[config.mk]
export PLATFORM = sky130hd
export DESIGN_NAME = button_conditioner
export DESIGN_NICKNAME = d
export VERILOG_FILES = /design/src/rtl/button_conditioner_pkg.sv /design/src/rtl/button_conditioner_channel.sv /design/src/rtl/button_conditioner.sv
export SDC_FILE = /design/constraint.sdc
export NUM_CORES = 1
export LEC_CHECK = 0
export ABC_AREA = 1
export ABC_CLOCK_PERIOD_IN_PS = 4200
export CAP_MARGIN = 25
export CORE_MARGIN = 3
export CORE_UTILIZATION = 50
export DETAILED_ROUTE_END_ITERATION = 6
export GPL_TIMING_DRIVEN = 0
export PLACE_DENSITY_LB_ADDON = 0.25
export SLEW_MARGIN = 0
export SYNTH_ARGS = -nofsm -noshare
export SYNTH_HDL_FRONTEND = slang
export SYNTH_SLANG_ARGS = --single-unit
[constraint.sdc]
create_clock -name clk -period 4.2 [get_ports clk]
set_input_delay 0.84 -clock clk [delete_from_list [all_inputs] [get_ports clk]]
set_output_delay 0.84 -clock clk [all_outputs]
set_load 0.01 [all_outputs]
[src/rtl/button_conditioner_pkg.sv]
// Shared LockIn UI definitions for the front-panel button conditioner:
// per-key FSM state encoding, default timing constants (for a 50 MHz clock)
// and a helper that sizes the timing counters.
package button_conditioner_pkg;

    // Per-key hold tracker state encoding
    typedef logic [1:0] channel_state_t;

    localparam channel_state_t ST_RELEASED    = 2'd0;
    localparam channel_state_t ST_HELD_DELAY  = 2'd1;
    localparam channel_state_t ST_HELD_REPEAT = 2'd2;

    // Default timing: 10 ms debounce, 500 ms to first repeat, 100 ms repeat rate
    localparam int DEFAULT_DEBOUNCE_CYCLES     = 500000;
    localparam int DEFAULT_REPEAT_DELAY_CYCLES = 25000000;
    localparam int DEFAULT_REPEAT_RATE_CYCLES  = 5000000;

    // Buttons on the LockIn front panel pull to ground when pressed
    localparam bit DEFAULT_BTN_ACTIVE_LOW = 1'b1;

    // Width of a counter that must reach cycles-1; never narrower than one bit
    function automatic int counter_width(input int cycles);
        int w;
        w = $clog2(cycles);
        if (w < 1) begin
            w = 1;
        end
        return w;
    endfunction

    // Larger of two widths, used when one counter serves two timeouts
    function automatic int max_width(input int a, input int b);
        return (a > b) ? a : b;
    endfunction

endpackage

[src/rtl/button_conditioner_channel.sv]
// One front-panel key: 2-flop synchronizer, debounce filter that accepts a
// level only after a full run of identical samples, and a hold tracker that
// emits a one-cycle pulse on press plus optional auto-repeat pulses.
module button_channel
    import button_conditioner_pkg::*;
#(
    parameter int DEBOUNCE_CYCLES     = DEFAULT_DEBOUNCE_CYCLES,
    parameter int REPEAT_DELAY_CYCLES = DEFAULT_REPEAT_DELAY_CYCLES,
    parameter int REPEAT_RATE_CYCLES  = DEFAULT_REPEAT_RATE_CYCLES,
    parameter bit BTN_ACTIVE_LOW      = DEFAULT_BTN_ACTIVE_LOW,
    parameter bit REPEAT_EN           = 1'b1
)
(
    input  logic clk,
    input  logic reset,
    input  logic raw,
    output logic pulse
);

    localparam int DB_W    = counter_width(DEBOUNCE_CYCLES);
    localparam int DELAY_W = counter_width(REPEAT_DELAY_CYCLES);
    localparam int RATE_W  = counter_width(REPEAT_RATE_CYCLES);
    localparam int RP_W    = max_width(DELAY_W, RATE_W);

    localparam logic [DB_W-1:0] DB_LAST    = DB_W'(DEBOUNCE_CYCLES - 1);
    localparam logic [RP_W-1:0] DELAY_LAST = RP_W'(REPEAT_DELAY_CYCLES - 1);
    localparam logic [RP_W-1:0] RATE_LAST  = RP_W'(REPEAT_RATE_CYCLES - 1);

    // Raw pin level of an untouched key
    localparam logic RELEASED_RAW = BTN_ACTIVE_LOW;

    logic            sync_meta;
    logic            sync_out;
    logic            sample;
    logic            stable;
    logic [DB_W-1:0] db_count;
    channel_state_t  state;
    logic [RP_W-1:0] rep_count;

    // Two-flop synchronizer; resets to the idle pin level so no false press
    always_ff @(posedge clk) begin
        if (reset) begin
            sync_meta <= RELEASED_RAW;
            sync_out  <= RELEASED_RAW;
        end else begin
            sync_meta <= raw;
            sync_out  <= sync_meta;
        end
    end

    // Normalise polarity so that 1 always means pressed from here on
    assign sample = sync_out ^ BTN_ACTIVE_LOW;

    // Debounce: accept a new level only after DEBOUNCE_CYCLES differing samples in a row
    always_ff @(posedge clk) begin
        if (reset) begin
            stable   <= 1'b0;
            db_count <= '0;
        end else if (sample == stable) begin
            db_count <= '0;
        end else if (db_count == DB_LAST) begin
            stable   <= sample;
            db_count <= '0;
        end else begin
            db_count <= db_count + DB_W'(1);
        end
    end

    // Hold tracker: press pulse, then delayed first repeat, then periodic repeats
    always_ff @(posedge clk) begin
        if (reset) begin
            state     <= ST_RELEASED;
            rep_count <= '0;
            pulse     <= 1'b0;
        end else begin
            pulse <= 1'b0;
            if (!stable) begin
                state     <= ST_RELEASED;
                rep_count <= '0;
            end else begin
                case (state)
                    ST_RELEASED: begin
                        state     <= ST_HELD_DELAY;
                        rep_count <= '0;
                        pulse     <= 1'b1;
                    end
                    ST_HELD_DELAY: begin
                        if (REPEAT_EN && (rep_count == DELAY_LAST)) begin
                            state     <= ST_HELD_REPEAT;
                            rep_count <= '0;
                            pulse     <= 1'b1;
                        end else if (rep_count != DELAY_LAST) begin
                            rep_count <= rep_count + RP_W'(1);
                        end
                    end
                    ST_HELD_REPEAT: begin
                        if (rep_count == RATE_LAST) begin
                            rep_count <= '0;
                            pulse     <= 1'b1;
                        end else begin
                            rep_count <= rep_count + RP_W'(1);
                        end
                    end
                    default: begin
                        state     <= ST_RELEASED;
                        rep_count <= '0;
                    end
                endcase
            end
        end
    end

endmodule

[src/rtl/button_conditioner.sv]
// Front-panel key conditioner for the LockIn UI: three conditioned key
// channels feeding the frequency memory, with an up/down interlock so that
// simultaneous up and down requests cancel instead of fighting.
module button_conditioner
    import button_conditioner_pkg::*;
#(
    parameter int DEBOUNCE_CYCLES     = DEFAULT_DEBOUNCE_CYCLES,
    parameter int REPEAT_DELAY_CYCLES = DEFAULT_REPEAT_DELAY_CYCLES,
    parameter int REPEAT_RATE_CYCLES  = DEFAULT_REPEAT_RATE_CYCLES,
    parameter bit BTN_ACTIVE_LOW      = DEFAULT_BTN_ACTIVE_LOW
)
(
    input  logic clk,
    input  logic reset,
    input  logic btn_up_raw,
    input  logic btn_down_raw,
    input  logic btn_scale_raw,
    output logic btn_up,
    output logic btn_down,
    output logic btn_scale
);

    logic up_pulse;
    logic down_pulse;
    logic scale_pulse;

    button_channel #(
        .DEBOUNCE_CYCLES     (DEBOUNCE_CYCLES),
        .REPEAT_DELAY_CYCLES (REPEAT_DELAY_CYCLES),
        .REPEAT_RATE_CYCLES  (REPEAT_RATE_CYCLES),
        .BTN_ACTIVE_LOW      (BTN_ACTIVE_LOW),
        .REPEAT_EN           (1'b1)
    ) u_up (
        .clk   (clk),
        .reset (reset),
        .raw   (btn_up_raw),
        .pulse (up_pulse)
    );

    button_channel #(
        .DEBOUNCE_CYCLES     (DEBOUNCE_CYCLES),
        .REPEAT_DELAY_CYCLES (REPEAT_DELAY_CYCLES),
        .REPEAT_RATE_CYCLES  (REPEAT_RATE_CYCLES),
        .BTN_ACTIVE_LOW      (BTN_ACTIVE_LOW),
        .REPEAT_EN           (1'b1)
    ) u_down (
        .clk   (clk),
        .reset (reset),
        .raw   (btn_down_raw),
        .pulse (down_pulse)
    );

    // Scale steps through ranges, so holding it must not keep cycling
    button_channel #(
        .DEBOUNCE_CYCLES     (DEBOUNCE_CYCLES),
        .REPEAT_DELAY_CYCLES (REPEAT_DELAY_CYCLES),
        .REPEAT_RATE_CYCLES  (REPEAT_RATE_CYCLES),
        .BTN_ACTIVE_LOW      (BTN_ACTIVE_LOW),
        .REPEAT_EN           (1'b0)
    ) u_scale (
        .clk   (clk),
        .reset (reset),
        .raw   (btn_scale_raw),
        .pulse (scale_pulse)
    );

    // Registered outputs: cancel coincident up/down, never hold a pulse two cycles
    always_ff @(posedge clk) begin
        if (reset) begin
            btn_up    <= 1'b0;
            btn_down  <= 1'b0;
            btn_scale <= 1'b0;
        end else begin
            btn_up    <= up_pulse & ~down_pulse & ~btn_up;
            btn_down  <= down_pulse & ~up_pulse & ~btn_down;
            btn_scale <= scale_pulse & ~btn_scale;
        end
    end

endmodule

==> impl_summary.md, run 1 <==
Routing
For this run, design rule violations remaining after detail routing come to 0. The violation count after the first detailed-route iteration is between 400 and 500. The total number of vias is ~5600. The detail route stage leaves a number of antenna-violating nets equal to 0. The via density per instance is ~4.9. The final layout contains routed wiring with a total length of 12600 µm. The per-cell routed wire length is around 11 µm. The first TritonRoute pass finished after 5 iterations.

Worst setup path
Together, buffers and inverters on the worst path number 1. Data on the critical path arrives at its endpoint at between 1 and 1.5 ns. Data on the critical path is required at its endpoint by between 3 and 4 ns. The delay of the slowest cell on the worst path is approximately 0.55 ns. The endpoint of the most critical register-to-register path is u_down.db_count[18]. The reg-to-reg setup timing slack is 2.32 ns. Among all stages on the critical path, the largest delay is contributed by sky130_fd_sc_hd__clkdlybuf4s50_1. The nature of the critical path startpoint is a flop. STA classifies the critical path endpoint as an output pin. The kind of critical path is reg2out. The worst-case reg-to-reg path depth is 7. Along the worst path, the maximum fanout reaches 2. The startpoint of the most critical register-to-register path is u_down.db_count[0]. Walking the worst path, the cells encountered are clkdlybuf4s50_1. The largest delay contributor family on the critical path is buffers and inverters.

Clock network
Clock latency on the worst-skew pair, taken at its later pin, is between 0.4 and 0.5 ns. In this run, CTS created clock tree buffers numbering 17. The total setup buffers inserted after CTS is 0. The post-cts hold buffer count is 0. Once the clock tree was built, the resizer swapped 0 gates to a different size. The CTS sink count is between 100 and 150. The number of H-tree levels is 4. The tree is rooted in a sky130_fd_sc_hd__clkbuf_16. The maximum count of clock buffers along a single path is 2. After clock tree synthesis, the clock-pin slew on the worst setup and hold paths is 0.05 ns. The CTS tree is built.

Yosys
The mean instance size in the synthesized netlist is 6.89 µm². The synthesized netlist occupies a cell area of roughly 6500 µm². For this run, the number of Yosys warnings is 0.

The fraction of the yosys area taken by sequential cells is approximately 40%. After synthesis, the netlist uses 34 different library cells. Counting flops and latches in the post-synthesis netlist gives 127. The cell count after synthesis came out at about 940. Counting every net in the synthesized netlist gives approximately 960.

Cells and area
The share of cells above drive strength 1 is 6.97%. The final instance area is around 7300 µm². The signed area change from the synthesized netlist to the final layout is 13.6%.

The library cell used most frequently in the layout, excluding fill and tap cells, is sky130_fd_sc_hd__nand2_1. For this run, the post-layout net count is 982. In the layout the commonest cells are sky130_fd_sc_hd__nand2_1, sky130_fd_sc_hd__nor2_1, sky130_fd_sc_hd__inv_1. The number of antenna diodes in the final layout is 0.

Placed design
The final weighted congestion in routability-driven placement is 0.958. The placement-stage cell area is slightly below 7000 µm². Port buffering added 7 buffers.

After legalization and detailed placement, the total HPWL measured just over 9000 µm. Before CTS, the worst setup slack after placement is 1.62 ns.

GRT
Entering global routing, the biggest net connects 17 pins. The leftover overflow at the end of global routing is 0. The via count of the first global-routing pass is ~5300. The wire length of the first global-routing pass is about 23000 µm. Global routing used 19.5% of the available tracks across all layers. The initial antenna violation count was 0.

Power and ir drop
The highest ir drop seen on vdd is approximately 300 µV. For this design the ratio of total power to cell area is about 370 nW/µm². The leakage dissipation is around 2.7 nW.

Die
For this configuration, the core starts out at a cell density of approximately 53%. 8 I/O pins were placed. The core region is 12300 µm². The floorplan step defined a die boundary enclosing approximately 14000 µm². From bottom edge to top edge, the die measures about 120 µm. In this run the core area contains 40 standard-cell rows.

From left edge to right edge, the die measures 120 µm.

Status
The run finished with clean final reports.

Min path
The type of the tightest min-delay check is reg2reg. In this run the most critical hold path is launched from u_scale.state[0]. The hold path depth is 1. For hold timing, the worst endpoint is u_scale.pulse.

Timing
The max-slew violation count was 0. Based on the critical path, the design can be clocked at up to ~460 MHz. Setup violations remaining at the end of the flow were counted as 0.

Final hold analysis gives a worst-case slack of between 0.3 and 0.4 ns. The ratio of final minimum period to clock period is roughly half. The hold violation total from the final report came to 0. Setup repair after global routing left no endpoint under its margin.

At the pin with the least slew margin, the transition time is ~0.38 ns. For the final routed database, the setup TNS stands at 0 ns. The relative slew slack is 74.8%. Across the routed clock network, the largest skew measured is approximately 0.0057 ns. The final critical-path setup slack is just over 2 ns. The time the worst path needs with I/O delays and setup is between 2 and 2.5 ns.

Flow run
Across the run, the number of max-cap violations was 0.
-- routing by layer --
metal / vias up / global-route usage [%] / wire, µm
li1: 2989 / - / -
met1: 2478 / 25.4 / 6300
met2: 85 / 30.6 / 5550
met3: 25 / 5.47 / 449
met4: 0 / 7.73 / 305
met5: - / 0 / 0
-- sequential cells by signal, indices dropped and copies added, names as in the netlist, 2 cells and up --
name / flops
u_down.db_count: 19
u_down.rep_count: 25
u_up.state: 2
u_scale.db_count: 19
u_up.rep_count: 25
u_down.state: 2
u_up.db_count: 19
-- logic make-up (layout without fill, tap and decap cells) --
family | count (synthesis) | in the layout | synth area share (%)
buffers and inverters | 138 | 176 | 8.57
and+or+nand+nor | 560 | 560 | 38.4
DFF | 127 | 127 | 39.3
adders and majority gates | 13 | 13 | 2.52
AOI/OAI and AO/OA | 42 | 42 | 3.39
xor gates and xnor gates | 58 | 58 | 7.85
-- area by class of cell --
| type | count | area, µm² |
|---|---|---|
| inverters | 130 | 488 |
| clock buffers | 25 | 495 |
| plain buffers | 8 | 66.3 |
| repair buffers | 7 | 70.1 |
| well taps | 168 | 210 |
| fillers | 1209 | 4960 |
| clock inverters | 6 | 105 |
| multi-input cells | 673 | 3370 |
| flip-flops and latches | 127 | 2540 |
-- stage by stage --
stage          total power [mW]  util (%)  instances
2_1_floorplan              1.25         -        938
3_3_place_gp               1.25      54.8       1113
3_5_place_dp               1.26      54.8       1113
4_1_cts                    2.76      59.7       1144
5_1_grt                    2.82      59.7       1144
6_report                   2.72      59.7       1144
-- power by group --
part	leakage [nW]	internal, mW	switching, mW	total (mW)
clock network	0.297	0.990	0.502	1.49
registers	1.02	1.21	0.00204	1.21
logic	1.37	0.00755	0.0105	0.0180
total	2.69	2.21	0.514	2.72
-- worst max-delay path by stage --
| stage | from | depth (start not counted) | end | slack (ns) |
|---|---|---|---|---|
| global placement | reset | 6 | u_down.db_count[18] | 1.65 |
| detailed placement | reset | 6 | u_scale.db_count[9] | 1.62 |
| finish | btn_down | 1 | btn_down | 2.02 |
| CTS | btn_down | 1 | btn_down | 1.99 |
| global route | reset | 6 | u_scale.db_count[9] | 1.91 |
| floorplan | reset | 5 | u_scale.db_count[18] | 2.51 |
-- cells in the mapped netlist --
cell type | count | area [µm²]
sky130_fd_sc_hd__o22ai_1 | 2 | 12.5
sky130_fd_sc_hd__inv_1 | 129 | 484
sky130_fd_sc_hd__xor2_1 | 46 | 403
sky130_fd_sc_hd__nand4_1 | 32 | 200
sky130_fd_sc_hd__a31oi_1 | 1 | 6.26
sky130_fd_sc_hd__inv_2 | 1 | 3.75
sky130_fd_sc_hd__nor3_2 | 3 | 30.0
sky130_fd_sc_hd__o21ai_0 | 11 | 55.1
sky130_fd_sc_hd__nand2_4 | 1 | 11.3
sky130_fd_sc_hd__or2_0 | 2 | 12.5
sky130_fd_sc_hd__a21oi_1 | 26 | 130
sky130_fd_sc_hd__nor3b_1 | 4 | 30.0
sky130_fd_sc_hd__clkbuf_1 | 1 | 3.75
sky130_fd_sc_hd__nand2_2 | 6 | 37.5
sky130_fd_sc_hd__or2_2 | 7 | 43.8
sky130_fd_sc_hd__nand2_1 | 199 | 747
sky130_fd_sc_hd__or2_1 | 1 | 6.26
sky130_fd_sc_hd__nor2_2 | 6 | 37.5
sky130_fd_sc_hd__nor2_1 | 197 | 739
sky130_fd_sc_hd__o21bai_1 | 2 | 15.0
sky130_fd_sc_hd__and3_1 | 1 | 6.26
sky130_fd_sc_hd__nand3b_1 | 5 | 37.5
sky130_fd_sc_hd__ha_1 | 13 | 163
sky130_fd_sc_hd__nand3_2 | 4 | 40.0
sky130_fd_sc_hd__and2_1 | 1 | 6.26
sky130_fd_sc_hd__dfxtp_1 | 127 | 2540
sky130_fd_sc_hd__nor3_1 | 36 | 180
sky130_fd_sc_hd__nor2_4 | 4 | 45.0
sky130_fd_sc_hd__buf_4 | 1 | 7.51
sky130_fd_sc_hd__xnor2_1 | 12 | 105
sky130_fd_sc_hd__nand3_1 | 49 | 245
sky130_fd_sc_hd__buf_6 | 4 | 45.0
sky130_fd_sc_hd__nor3b_2 | 2 | 25.0
sky130_fd_sc_hd__buf_2 | 2 | 10.0
Note: power is estimated with default switching activity, not from simulation.
==> run 2, diff against run 1 <==
--- a/config.mk
+++ b/config.mk
@@ -6,7 +6,7 @@
 export NUM_CORES = 1
 export LEC_CHECK = 0
 export ABC_AREA = 1
-export ABC_CLOCK_PERIOD_IN_PS = 4200
+export ABC_CLOCK_PERIOD_IN_PS = 2300
 export CAP_MARGIN = 25
 export CORE_MARGIN = 3
 export CORE_UTILIZATION = 50
==> constraint.sdc (replaced) <==
create_clock -name clk -period 2.3 [get_ports clk]
set_input_delay 0.46 -clock clk [delete_from_list [all_inputs] [get_ports clk]]
set_output_delay 0.46 -clock clk [all_outputs]
set_load 0.01 [all_outputs]
==> results of run 2 <==
Same layout as run 1 (identical final DEF). Status: finished, final reports clean.
Main changes from that run: setup slack after placement 1.62 ns -> 0.105 ns; setup slack after layout 2.02 ns -> 0.424 ns; start point of the critical path btn_down -> u_down.db_count[0]; end point of the critical path btn_down -> u_down.db_count[18]; register-to-register setup slack 2.32 ns -> 0.42 ns; total power 2.72 mW -> 4.97 mW; worst IR drop on VDD 301 µV -> 550 µV
